`src/rtl/seven_seg_scan_ctrl.sv`:
```
// Seven-segment scan controller. Holds a shadow bank of per-digit hex values
// that hosts write into, and a display bank that is refreshed from the shadow
// bank once per frame. The controller drives one digit at a time on shared,
// active-low segment lines, with a dark guard interval before each digit to
// avoid ghosting.
module seven_seg_scan_ctrl #(
  parameter int NUM_DIGITS   = 4,
  parameter int PRESCALE     = 1000,
  parameter int BLANK_CYCLES = 2
) (
  input  logic                          clk,
  input  logic                          rst,
  input  logic                          enable,
  input  logic                          blank_en,
  input  logic                          wr_en,
  input  logic [$clog2(NUM_DIGITS)-1:0] wr_addr,
  input  logic [3:0]                    wr_data,
  output logic                          wr_ready,
  output logic [6:0]                    seg,
  output logic [NUM_DIGITS-1:0]         dig_sel,
  output logic                          frame_done
);

  localparam int AW = $clog2(NUM_DIGITS);
  localparam int CW = (PRESCALE > 1) ? $clog2(PRESCALE) : 1;
  localparam logic [CW-1:0] CNT_LAST   = CW'(PRESCALE - 1);
  localparam logic [CW-1:0] GUARD_LAST = CW'((BLANK_CYCLES > 0) ? BLANK_CYCLES - 1 : 0);
  localparam logic [AW-1:0] IDX_LAST   = AW'(NUM_DIGITS - 1);

  typedef enum logic [1:0] {IDLE, GUARD, SHOW} state_t;

  // A slot opens with a guard unless the guard length is zero.
  localparam state_t SLOT_START = (BLANK_CYCLES > 0) ? GUARD : SHOW;

  state_t          state_reg, state_next;
  logic [AW-1:0]   idx_reg, idx_next;
  logic [CW-1:0]   cnt_reg, cnt_next;
  logic [6:0]      seg_reg, seg_next;
  logic [NUM_DIGITS-1:0] dig_sel_reg, dig_sel_next;
  logic            frame_done_reg, frame_done_next;
  logic            wr_ready_reg, wr_ready_next;

  logic [3:0]      shadow_reg  [NUM_DIGITS];
  logic [3:0]      display_reg [NUM_DIGITS];
  logic [3:0]      display_next[NUM_DIGITS];

  logic                  slot_end;
  logic                  commit;
  logic                  entering_show;
  logic [NUM_DIGITS-1:0] wr_hit;
  logic [NUM_DIGITS:0]   zero_from;
  logic [NUM_DIGITS-1:0] blank_mask;

  function automatic logic [6:0] hex_to_seg(input logic [3:0] v);
    logic [6:0] s;
    case (v)
      4'h0: s = 7'b0000001;
      4'h1: s = 7'b1001111;
      4'h2: s = 7'b0010010;
      4'h3: s = 7'b0000110;
      4'h4: s = 7'b1001100;
      4'h5: s = 7'b0100100;
      4'h6: s = 7'b0100000;
      4'h7: s = 7'b0001111;
      4'h8: s = 7'b0000000;
      4'h9: s = 7'b0000100;
      4'hA: s = 7'b0001000;
      4'hB: s = 7'b1100000;
      4'hC: s = 7'b0110001;
      4'hD: s = 7'b1000010;
      4'hE: s = 7'b0110000;
      default: s = 7'b0111000;
    endcase
    return s;
  endfunction

  // Per-digit write decode: an address with no matching digit writes nothing.
  // Leading-zero chain: zero_from[k] is set when every digit from k upward is 0.
  assign zero_from[NUM_DIGITS] = 1'b1;
  generate
    for (genvar gi = 0; gi < NUM_DIGITS; gi++) begin : g_digit
      assign wr_hit[gi]    = wr_en & wr_ready_reg & (wr_addr == AW'(gi));
      assign zero_from[gi] = (display_next[gi] == 4'h0) & zero_from[gi+1];
      if (gi == 0) begin : g_lsd
        assign blank_mask[gi] = 1'b0;
      end else begin : g_upper
        assign blank_mask[gi] = blank_en & zero_from[gi];
      end
    end
  endgenerate

  assign slot_end = (state_reg == SHOW) && (cnt_reg == CNT_LAST);

  // Next-state, slot counter and digit index sequencing.
  always_comb begin
    state_next = state_reg;
    idx_next   = idx_reg;
    cnt_next   = cnt_reg;
    commit     = 1'b0;
    if (!enable) begin
      state_next = IDLE;
      idx_next   = '0;
      cnt_next   = '0;
    end else begin
      case (state_reg)
        IDLE: begin
          state_next = SLOT_START;
          idx_next   = '0;
          cnt_next   = '0;
        end
        GUARD: begin
          cnt_next = cnt_reg + CW'(1);
          if (cnt_reg == GUARD_LAST) state_next = SHOW;
        end
        SHOW: begin
          if (slot_end) begin
            cnt_next   = '0;
            state_next = SLOT_START;
            if (idx_reg == IDX_LAST) begin
              idx_next = '0;
              commit   = 1'b1;
            end else begin
              idx_next = idx_reg + AW'(1);
            end
          end else begin
            cnt_next = cnt_reg + CW'(1);
          end
        end
        default: begin
          state_next = IDLE;
          idx_next   = '0;
          cnt_next   = '0;
        end
      endcase
    end
  end

  // Display bank as it will be after this edge, so a slot entered on the
  // commit edge already shows the new frame's values.
  always_comb begin
    for (int i = 0; i < NUM_DIGITS; i++) begin
      display_next[i] = commit ? shadow_reg[i] : display_reg[i];
    end
  end

  // Registered outputs track the state being entered; segments latch only on
  // SHOW entry so blank_en changes never alter a digit mid-slot.
  always_comb begin
    entering_show   = (state_next == SHOW) && !((state_reg == SHOW) && !slot_end);
    seg_next        = 7'h7F;
    dig_sel_next    = '1;
    frame_done_next = commit;
    wr_ready_next   = !((state_next == SHOW) && (idx_next == IDX_LAST) && (cnt_next == CNT_LAST));
    if (state_next == SHOW) begin
      dig_sel_next = ~({{(NUM_DIGITS-1){1'b0}}, 1'b1} << idx_next);
      if (entering_show) begin
        seg_next = blank_mask[idx_next] ? 7'h7F : hex_to_seg(display_next[idx_next]);
      end else begin
        seg_next = seg_reg;
      end
    end
  end

  // FSM state, counters and output registers.
  always_ff @(posedge clk or negedge rst) begin
    if (!rst) begin
      state_reg      <= IDLE;
      idx_reg        <= '0;
      cnt_reg        <= '0;
      seg_reg        <= 7'h7F;
      dig_sel_reg    <= '1;
      frame_done_reg <= 1'b0;
      wr_ready_reg   <= 1'b1;
    end else begin
      state_reg      <= state_next;
      idx_reg        <= idx_next;
      cnt_reg        <= cnt_next;
      seg_reg        <= seg_next;
      dig_sel_reg    <= dig_sel_next;
      frame_done_reg <= frame_done_next;
      wr_ready_reg   <= wr_ready_next;
    end
  end

  // Shadow bank takes host writes; display bank copies it whole at commit.
  always_ff @(posedge clk or negedge rst) begin
    if (!rst) begin
      for (int i = 0; i < NUM_DIGITS; i++) begin
        shadow_reg[i]  <= '0;
        display_reg[i] <= '0;
      end
    end else begin
      for (int i = 0; i < NUM_DIGITS; i++) begin
        if (wr_hit[i]) shadow_reg[i] <= wr_data;
        if (commit) display_reg[i] <= shadow_reg[i];
      end
    end
  end

  assign seg        = seg_reg;
  assign dig_sel    = dig_sel_reg;
  assign frame_done = frame_done_reg;
  assign wr_ready   = wr_ready_reg;

endmodule
```
`config.mk`:
```
export PLATFORM = sky130hd
export DESIGN_NAME = seven_seg_scan_ctrl
export DESIGN_NICKNAME = d
export VERILOG_FILES = /design/src/rtl/seven_seg_scan_ctrl.sv
export SDC_FILE = /design/constraint.sdc
export NUM_CORES = 1
export LEC_CHECK = 0
export BUFFER_PORTS_ARGS = -buffer_cell sky130_fd_sc_hd__buf_2
export CORE_MARGIN = 10
export CORE_UTILIZATION = 50
export CTS_BUF_LIST = sky130_fd_sc_hd__clkbuf_8
export DETAILED_ROUTE_END_ITERATION = 6
export PLACE_DENSITY = 0.64
export SLEW_MARGIN = 10
export SYNTH_ARGS = -nofsm -noshare
export SYNTH_HDL_FRONTEND = slang
export SYNTH_SLANG_ARGS = --single-unit
```
`constraint.sdc`:
```
create_clock -name clk -period 4.8 [get_ports clk]
set_clock_uncertainty 0.05 [all_clocks]
set_input_delay 0.96 -clock clk [delete_from_list [all_inputs] [get_ports clk]]
set_output_delay 0.96 -clock clk [all_outputs]
set_load 0.02 [all_outputs]
```
==> results.md, run 1 <==
- Synth Area in XOR/XNOR: roughly 2.1%
- WP data arrival: 3.73 ns
- Post-synth ARST share: between 90% and 100%
- Mux share of post-synthesis cell area: 10.91%
- Initial DRC count: between 150 and 200
- Root buf cell: clkbuf_8
- DP Worst Slack: around 1.1 ns
- Final Wtd Congestion: around 0.84
- Required time of the worst setup path: ~5 ns
- Clock Sinks: 59
- Vias in the first global route: between 2000 and 2500
- YS warnings: 0
- Buffers on Ports: 23
- Area added between synthesis and finish: 11.29%
- Slew Limit Fails: 0
- Post-synthesis adder-cell area fraction: 4.577%
- Worst-Skew Late Latency: 0.33 ns
- CTS tree: yes
- Die area: 0.01020 sq mm
- Tot Pwr: about 1.1 mW
- Seq/Total Area, Yosys: 45.46%
- Count of different cell masters after synthesis: between 60 and 70
- Worst-path clk slew: approximately 0.07 ns
- Status: completed
- Cell Pwr Density: between 300 and 400 mW/mm^2
- Final Hold Viols: 0
- Total Wirelength: approximately 7000 microns
- Global-route wire length before repair: approximately 12000 microns
- Worst slew pin tran: roughly 0.77 ns
- Post-synth EDFFs: 0
- Peak supply drop: 0.0001925 V
- Endpoints failing setup: 0
- Total CTS buffers: 9
- H-Tree Level Count: 3
- DR vias/cell: between 5 and 6
- Fin util: between 50% and 60%
- Die X: between 100 and 150 microns
- Largest family of logic cells by synthesized area: simple AND/OR/NAND/NOR gates
- Synth area leader: dfrtp_1
- Remaining DRCs: 0
- # rows: 29
- Drt pass-1 iters: 4
- Pleak: ~1.6 nW
- Post-CTS resize count: 0
- DR vias: approximately 2400
- Min-delay worst type: reg -> reg
- RSZ-0062 raised after global routing: false
- Final setup TNS: 0 ns
- Synth Register Bits: 59
- Tcrit/Tclk final: about three quarters
- Final nets: approximately 370
- Core area: 0.006350 sq mm
- GRT Residual Overflow: 0
- Synth Area in Simple Gates: about a fifth
- Post-CTS Repair Setup Buffers: 0
- Top cells by area, synth: dfrtp_1, dfstp_2, mux2_2
- Final min period: ~3.5 ns
- Syn avg cell area: a little over 10 sq um
- Worst slew margin: roughly half
- Startpoint Class: register
- Share of cells above drive strength 1: roughly 24%
- Synth Area in Compound Gates: about an eighth
- GRT Overall Usage: 14.70%
- Fmax: 282.3 MHz
- Hold_buf cts: 0
- WHS: roughly 0.44 ns
- Setup Crit Path Kind: reg -> reg
- Most frequent cells in the layout: dfrtp_1, nand2_1, nor2_1
- Total of max-cap violations: 0
- Antenna Violating Nets Remaining: 0
- Syn Inst Count: about 320
- Non-filler cells, final: 425
- Post-Syn Nets: 340
- Initial antenna violation count: 0
- Area after DPL: 0.003426 sq mm
- I/O pin cnt: 24
- Placed Cells incl. Taps: 410
- Pin count of the biggest net entering global routing: 60
- Final HPWL DP: around 5400 microns
- WL per Instance: 16.91 microns
- DIE HEIGHT: between 100 and 150 microns
- Post-route cell area: ~0.0037 sq mm
- Longest Clk Path Bufs: 2
- Crit Path Max Fanout: 12
- Post-synth top area share: 35.85%
- Final worst slack: 1.258 ns
- Commonest non-fill, non-tap cell in the layout: dfrtp_1
- Initial Util: between 50% and 60%
- Antenna fix cells: 0
- CP Capture Type: register
- Synthesized cell area: 0.003281 sq mm
- Synth Flop Type: dfrtp_1
-- cells by family after synthesis --
| logic type | count (synthesis) |
|---|---|
| muxes | 33 |
| adders and majority gates | 12 |
| buffers and inverters | 23 |
| xor gates and xnor gates | 8 |
| DFF | 59 |
| AOI/OAI and AO/OA | 51 |
| and+or+nand+nor | 131 |
-- Yosys cell counts (3+ instances only) --
| library cell | n |
|---|---|
| inv_1 | 15 |
| buf_6 | 5 |
| xor2_1 | 5 |
| and4_1 | 4 |
| a31oi_1 | 6 |
| dfstp_2 | 12 |
| ha_1 | 12 |
| nor2_1 | 32 |
| and2_1 | 4 |
| dfrtp_1 | 47 |
| nand4_1 | 3 |
| mux2_2 | 18 |
| nand2_1 | 35 |
| a21oi_1 | 8 |
| and3_1 | 4 |
| xnor2_1 | 3 |
| o21ai_0 | 6 |
| nor3_1 | 6 |
| nor2b_1 | 5 |
| nor4_1 | 4 |
| nand2b_1 | 3 |
| o22ai_1 | 3 |
| mux2i_1 | 14 |
| nand3_1 | 12 |
-- metal layers --
| metal | vias up | GRT usage [%] | share of wire (%) |
|---|---|---|---|
| met2 | 39 | 21.72 | 44 |
| li1 | 1199 | - | - |
| met1 | 1175 | 20.42 | 51 |
| met4 | 0 | 5.788 | 1.8 |
| met5 | - | 0 | 0 |
| met3 | 15 | 3.155 | 3.7 |
-- layout make-up --
| class | instances | area, sq um |
|---|---|---|
| Fill cell | 569 | 2699 |
| Multi-Input combinational cell | 235 | 1659 |
| Sequential cell | 59 | 1491 |
| Clock buffer | 11 | 151.4 |
| Timing Repair Buffer | 24 | 122.6 |
| Tap cell | 77 | 96.34 |
| Clock inverter | 4 | 73.82 |
| Inverter | 15 | 56.30 |
-- worst max-delay path, stage by stage, from the launching register on --
cell and delay, ns:
dfrtp_1 0.49, or3b_2 0.52, nor3_1 0.37, nand2b_1 0.39, nand2_1 0.17, nand2_1 0.09, o221ai_1 0.41, inv_1 0.15
ha_1 0.20, inv_1 0.10, nor3_1 0.06, a2111oi_0 0.36, a211oi_1 0.09
-- worst paths after layout --
kind,end,start,cells past startpoint,slack (ns)
min,display_reg[13],display_reg[13],2,0.44
min in group asynchronous,state_reg[0],rst,2,0.71
min reg2reg,display_reg[13],display_reg[13],2,0.44
max,seg[3],cnt_reg[3],12,1.26
max reg2reg,seg[3],cnt_reg[3],12,1.26
max in group asynchronous,display_reg[13],rst,2,3.48
-- power breakdown --
| group | internal (mW) | switching (mW) | total, mW |
|---|---|---|---|
| registers | 0.525 | 0.0270 | 0.552 |
| logic | 0.0334 | 0.0358 | 0.0692 |
| clock network | 0.318 | 0.194 | 0.512 |
| total | 0.876 | 0.257 | 1.13 |
Note: power is estimated with default switching activity, not from simulation.
==> run 2, diff against run 1 <==
- ABC_AREA: not set -> 1
- clock period: 4.8 -> 3.7 ns (I/O delays scaled with it)
==> results.md, run 2 <==
- Clock Sinks: between 50 and 60
- Slew Limit Fails: 0
- Share of cells above drive strength 1: between 20% and 30%
- Root buf cell: clkbuf_8
- Count of different cell masters after synthesis: 33
- WP data arrival: 3.10 ns
- Total of max-cap violations: 0
- CTS tree: yes
- Post-Syn Nets: between 400 and 500
- Required time of the worst setup path: 3.92 ns
- Post-route cell area: roughly 0.0036 sq mm
- Met2 GRT Util: between 20% and 30%
- Seq/Total Area, Yosys: about 47%
- Peak supply drop: 0.0002991 V
- DP Worst Slack: about 0.67 ns
- Area after DPL: ~0.0034 sq mm
- WL per Instance: 13.31 microns
- Initial antenna violation count: 0
- Synth Register Bits: 59
- Post-synth top area share: approximately 37%
- Crit Reg-Reg Startpoint: state_reg[0]
- Final setup TNS: 0 ns
- # rows: 28
- Global-route wire length before repair: 11760 microns
- Syn Inst Count: 399
- Non-filler cells, final: a little over 500
- Total CTS buffers: 9
- Top cells by area, synth: dfrtp_1, nand2_1, dfstp_2
- Tot Pwr: around 1.4 mW
- Worst slew pin tran: 0.7724 ns
- Min-delay worst type: in -> async
- Longest Clk Path Bufs: 2
- Final Hold Viols: 0
- Antenna fix cells: 0
- Fin util: 59.43%
- Tcrit/Tclk final: a little under 80%
- Worst-Skew Late Latency: between 0.3 and 0.4 ns
- Endpoints failing setup: 0
- Most Crowded Layer GR: met2
- Initial DRC count: 74
- Hold_buf cts: 0
- Pleak: ~1.8 nW
- RSZ-0062 raised after global routing: false
- Antenna Violating Nets Remaining: 0
- Synth Flop Type: dfrtp_1
- Post-synth EDFFs: 0
- Post-CTS Repair Setup Buffers: 0
- Synthesized cell area: 0.003177 sq mm
- Drt pass-1 iters: 4
- GRT Overall Usage: 14.57%
- Setup Crit Path Kind: reg -> reg
- Final nets: roughly 460
- Met1 GRT Util: between 10% and 20%
- GR Layer Usage met3: 4.913%
- WHS: roughly 0.33 ns
- Most instantiated cells after synthesis: nand2_1, nor2_1, dfrtp_1
- Status: completed
- H-Tree Level Count: 3
- Startpoint Class: register
- Most frequent cell after synthesis: nand2_1
- Total Wirelength: around 7000 microns
- Core area: between 0.006 and 0.007 sq mm
- Post-synth ARST share: 100.0%
- Fmax: 347.1 MHz
- Die area: between 0.009 and 0.01 sq mm
- Pin count of the biggest net entering global routing: 26
- Synth area leader: dfrtp_1
- Worst-path clk slew: 0.07 ns
- Worst setup startpoint: state_reg[0]
- DR vias: about 2500
- Die X: around 100 microns
- Final HPWL DP: 5196 microns
- CP Capture Type: register
- Cell Pwr Density: 390.6 mW/mm^2
- Buffers on Ports: 23
- YS warnings: 0
- Most frequent cells in the layout: nand2_1, nor2_1, dfrtp_1
- Initial Util: between 50% and 60%
- Final min period: 2.881 ns
- Final Wtd Congestion: between 0.8 and 0.9
- Post-CTS resize count: 0
- Commonest non-fill, non-tap cell in the layout: nand2_1
- Worst slew margin: about 48%
- Vias in the first global route: 2499
- Remaining DRCs: 0
- Syn avg cell area: around 8.0 sq um
- Final worst slack: 0.8187 ns
- Crit Path Max Fanout: 14
- Area added between synthesis and finish: 13.39%
- I/O pin cnt: 24
- Placed Cells incl. Taps: 497
- DR vias/cell: 4.903
- GRT Residual Overflow: 0
- DIE HEIGHT: 99.71 microns
==> run 2: cell types whose count changed in the layout (fill, tap and decap cells not counted), sizes merged, moves of 5 or more <==
| cell | change |
|---|---|
| nand2 | +106 |
| inv | +29 |
| nor2 | +27 |
| mux2 | -19 |
| mux2i | -14 |
| nand4 | +10 |
| o21ai | +10 |
| nand3 | +9 |
| a31oi | -6 |
| and4 | -5 |
| clkinv | +5 |
| nor2b | -5 |
==> run 2: worst max-delay path, cell delays in order, from the launching register on <==
cell	delay [ns]
dfrtp_1	0.43
inv_1	0.10
ha_1	0.51
nand3_1	0.16
clkinv_1	0.10
nand2_1	0.06
nand2_2	0.12
nand2_2	0.10
nand2_1	0.09
inv_2	0.05
nand2_1	0.05
nand2_1	0.05
nor2_2	0.19
inv_1	0.12
ha_1	0.22
nand3b_1	0.16
nand3_1	0.08
nand2_1	0.05
nor2_1	0.09
nor2_1	0.04
==> run 2: cell families after synthesis <==
| logic type | after synthesis | synth area share (%) |
|---|---|---|
| AND/OR/NAND/NOR | 248 | 36.79 |
| buffers and inverters | 49 | 6.183 |
| adder cells (fa/ha/maj) | 12 | 4.726 |
| AO/OA/AOI/OAI | 27 | 4.254 |
| flip-flops | 59 | 46.95 |
| XOR/XNOR | 4 | 1.103 |
==> run 2: layout make-up <==
cell class | count | area [sq um]
fill | 565 | 2459
sequential | 59 | 1491
clock buffer | 9 | 123.9
clock inverter | 7 | 93.84
tap | 75 | 93.84
multi-input combinational | 291 | 1489
timing repair buffer | 25 | 130.1
inverter | 47 | 180.2
==> run 2: power by group <==
group	switching [mW]	internal (mW)	leakage (nW)
Sequential	0.0190	0.676	0.748
Combinational	0.0469	0.0231	0.974
Clock	0.265	0.377	0.111
Total	0.331	1.08	1.83
==> run 2: path summary, 6_finish.rpt <==
path,to,slack (ns),depth (start not counted)
worst max-delay path,seg[6],0.82,19
worst min-delay path,idx_reg[1],0.33,1
worst max register to register,seg[6],0.82,19
worst min register to register,shadow_reg[7],0.44,2
max in group asynchronous,wr_ready,2.57,2
min in group clk,shadow_reg[7],0.44,2
==> run 2: routing by layer <==
metal	vias to the layer above	share of wire, %
li1	1332	-
met3	9	4.5
met1	1138	48
met2	36	46
met4	0	1.5
met5	-	0
==> run 3, diff against run 2 <==
- clock period: 3.7 -> 2.7 ns (I/O delays scaled with it)
==> results.md, run 3 (same netlist as run 2, synthesis figures left out) <==
- Pin count of the biggest net entering global routing: 23
- Required time of the worst setup path: a little under 3 ns
- Worst slew margin: around half
- Total of max-cap violations: 0
- Min-delay worst type: in -> async
- H-Tree Level Count: 3
- Final min period: between 2 and 3 ns
- Clock Sinks: a little under 60
- Tcrit/Tclk final: 93.40%
- Fillers: roughly 550
- Worst Setup EP: seg[6]
- Antenna fix cells: 0
- Worst-path clk slew: roughly 0.06 ns
- Root buf cell: clkbuf_8
- Fmax: ~400 MHz
- WP data arrival: between 2 and 3 ns
- Initial antenna violation count: 0
- GRT Overall Usage: between 15 and 20%
- Buffers on Ports: 23
- Final setup TNS: 0 ns
- WL per Instance: approximately 14 microns
- Initial DRC count: 120
- Final nets: around 470
- WHS: about 0.12 ns
- DP Worst Slack: -0.02236 ns
- Final worst slack: roughly 0.18 ns
- Setup Crit Path Kind: reg -> reg
- GRT Residual Overflow: 0
- CP Capture Type: register
- Final Hold Viols: 0
- Cell Pwr Density: approximately 530 mW/mm^2
- Crit Reg-Reg Startpoint: cnt_reg[0]
- DR vias/cell: around 5.0
- Post-route cell area: ~0.0039 sq mm
- RR Endpoint: seg[6]
- Final Wtd Congestion: between 0.8 and 0.9
- Non-filler cells, final: 530
- Share of cells above drive strength 1: ~28%
- Peak supply drop: between 0.0003 and 0.0004 V
- Longest Clk Path Bufs: 2
- Vias in the first global route: between 2000 and 3000
- Pleak: around 2.0 nW
- Worst setup startpoint: cnt_reg[0]
- Slew Limit Fails: 0
- CTS tree: yes
- Placed Cells incl. Taps: 504
- Area after DPL: approximately 0.0034 sq mm
- Antenna Violating Nets Remaining: 0
- Commonest non-fill, non-tap cell in the layout: nand2_1
- Die area: 0.009942 sq mm
- Reg2Reg Depth: 18
- Total Wirelength: about 7300 microns
- Final HPWL DP: approximately 5400 microns
- Most frequent cells in the layout: nand2_1, nor2_1, dfrtp_1
- Status: completed
- I/O pin cnt: 24
- Initial Util: approximately 52%
- # rows: 28
- Crit Path Max Fanout: 6
- Area added between synthesis and finish: 21.39%
- FF-to-FF setup slack: between 0.15 and 0.2 ns
- Startpoint Class: register
- Global-route wire length before repair: between 10000 and 15000 microns
- Die X: 99.71 microns
- DIE HEIGHT: roughly 100 microns
- DR vias: ~2600
- Endpoints failing setup: 0
- Core area: between 0.006 and 0.007 sq mm
- Fin util: 63.63%
- Worst-Skew Late Latency: between 0.3 and 0.4 ns
- Drt pass-1 iters: 4
- Total CTS buffers: 9
- Remaining DRCs: 0
- Tot Pwr: approximately 2.0 mW
- Worst slew pin tran: around 0.73 ns
==> run 3: cell count changes in the layout (fill, tap and decap cells not counted), sizes merged <==
cell,change
clkbuf,+1
bufinv,+1
clkinv,-3
buf,+16
clkinvlp,-1
nand4,+1
inv,+2
==> run 3: worst max-delay path: stages, from the launching register on <==
cell and delay (ns):
dfrtp_1 0.41, ha_4 0.17, nand2_4 0.07, inv_4 0.07, nand2_2 0.06, nor2_4 0.19, nand4_4 0.24, nand2_2 0.17
nand2_4 0.06, nand2_1 0.08, nand2_2 0.07, nor2_4 0.16, inv_2 0.07, ha_2 0.19, nand3b_1 0.15, nand3_1 0.07
nand2_1 0.05, nor2_1 0.10, nor2_1 0.04
==> run 3: how the worst min path moves through the flow <==
stage | from | endpoint | slack [ns]
2_1_floorplan | rst | cnt_reg[0] | 0.19
4_1_cts | rst | cnt_reg[5] | 0.12
3_5_place_dp | shadow_reg[12] | shadow_reg[12] | 0.43
3_3_place_gp | shadow_reg[5] | shadow_reg[5] | 0.42
5_1_grt | rst | cnt_reg[5] | 0.14
6_report | rst | cnt_reg[5] | 0.12
==> run 3: cell type report <==
type | instances | area [sq um] | share of cell area [%]
clock buffer | 10 | 137.6 | 3.569
clock inverter | 6 | 103.9 | 2.693
inverter | 47 | 183.9 | 4.770
multi-input combinational | 292 | 1595 | 41.37
sequential | 59 | 1491 | 38.68
tap | 75 | 93.84 | 2.433
timing repair buffer | 41 | 250.2 | 6.489
==> run 3: layer usage <==
| metal | vias to the layer above | share of wire [%] | GRT usage, % |
|---|---|---|---|
| met1 | 1210 | 45 | 18.44 |
| met2 | 55 | 49 | 24.99 |
| met4 | 0 | 1.7 | 6.505 |
| li1 | 1367 | - | - |
| met3 | 11 | 4.4 | 3.322 |
| met5 | - | 0 | 0 |
==> run 3: power breakdown <==
group          internal, mW  total (mW)  leakage [nW]  switching [mW]
sequential            0.926       0.952         0.748          0.0252
combinational        0.0348       0.104          1.09          0.0692
clock                 0.632       0.974         0.127           0.342
==> run 3: repair_timing <==
item / 4_1_cts / 5_1_grt
cloned: 0 / 1
hold buffers: 0 / 0
setup endpoints to repair: 2 / 7
buffers inserted: 1 / 8
pin swaps: 0 / 10
resized for setup: 2 / 25
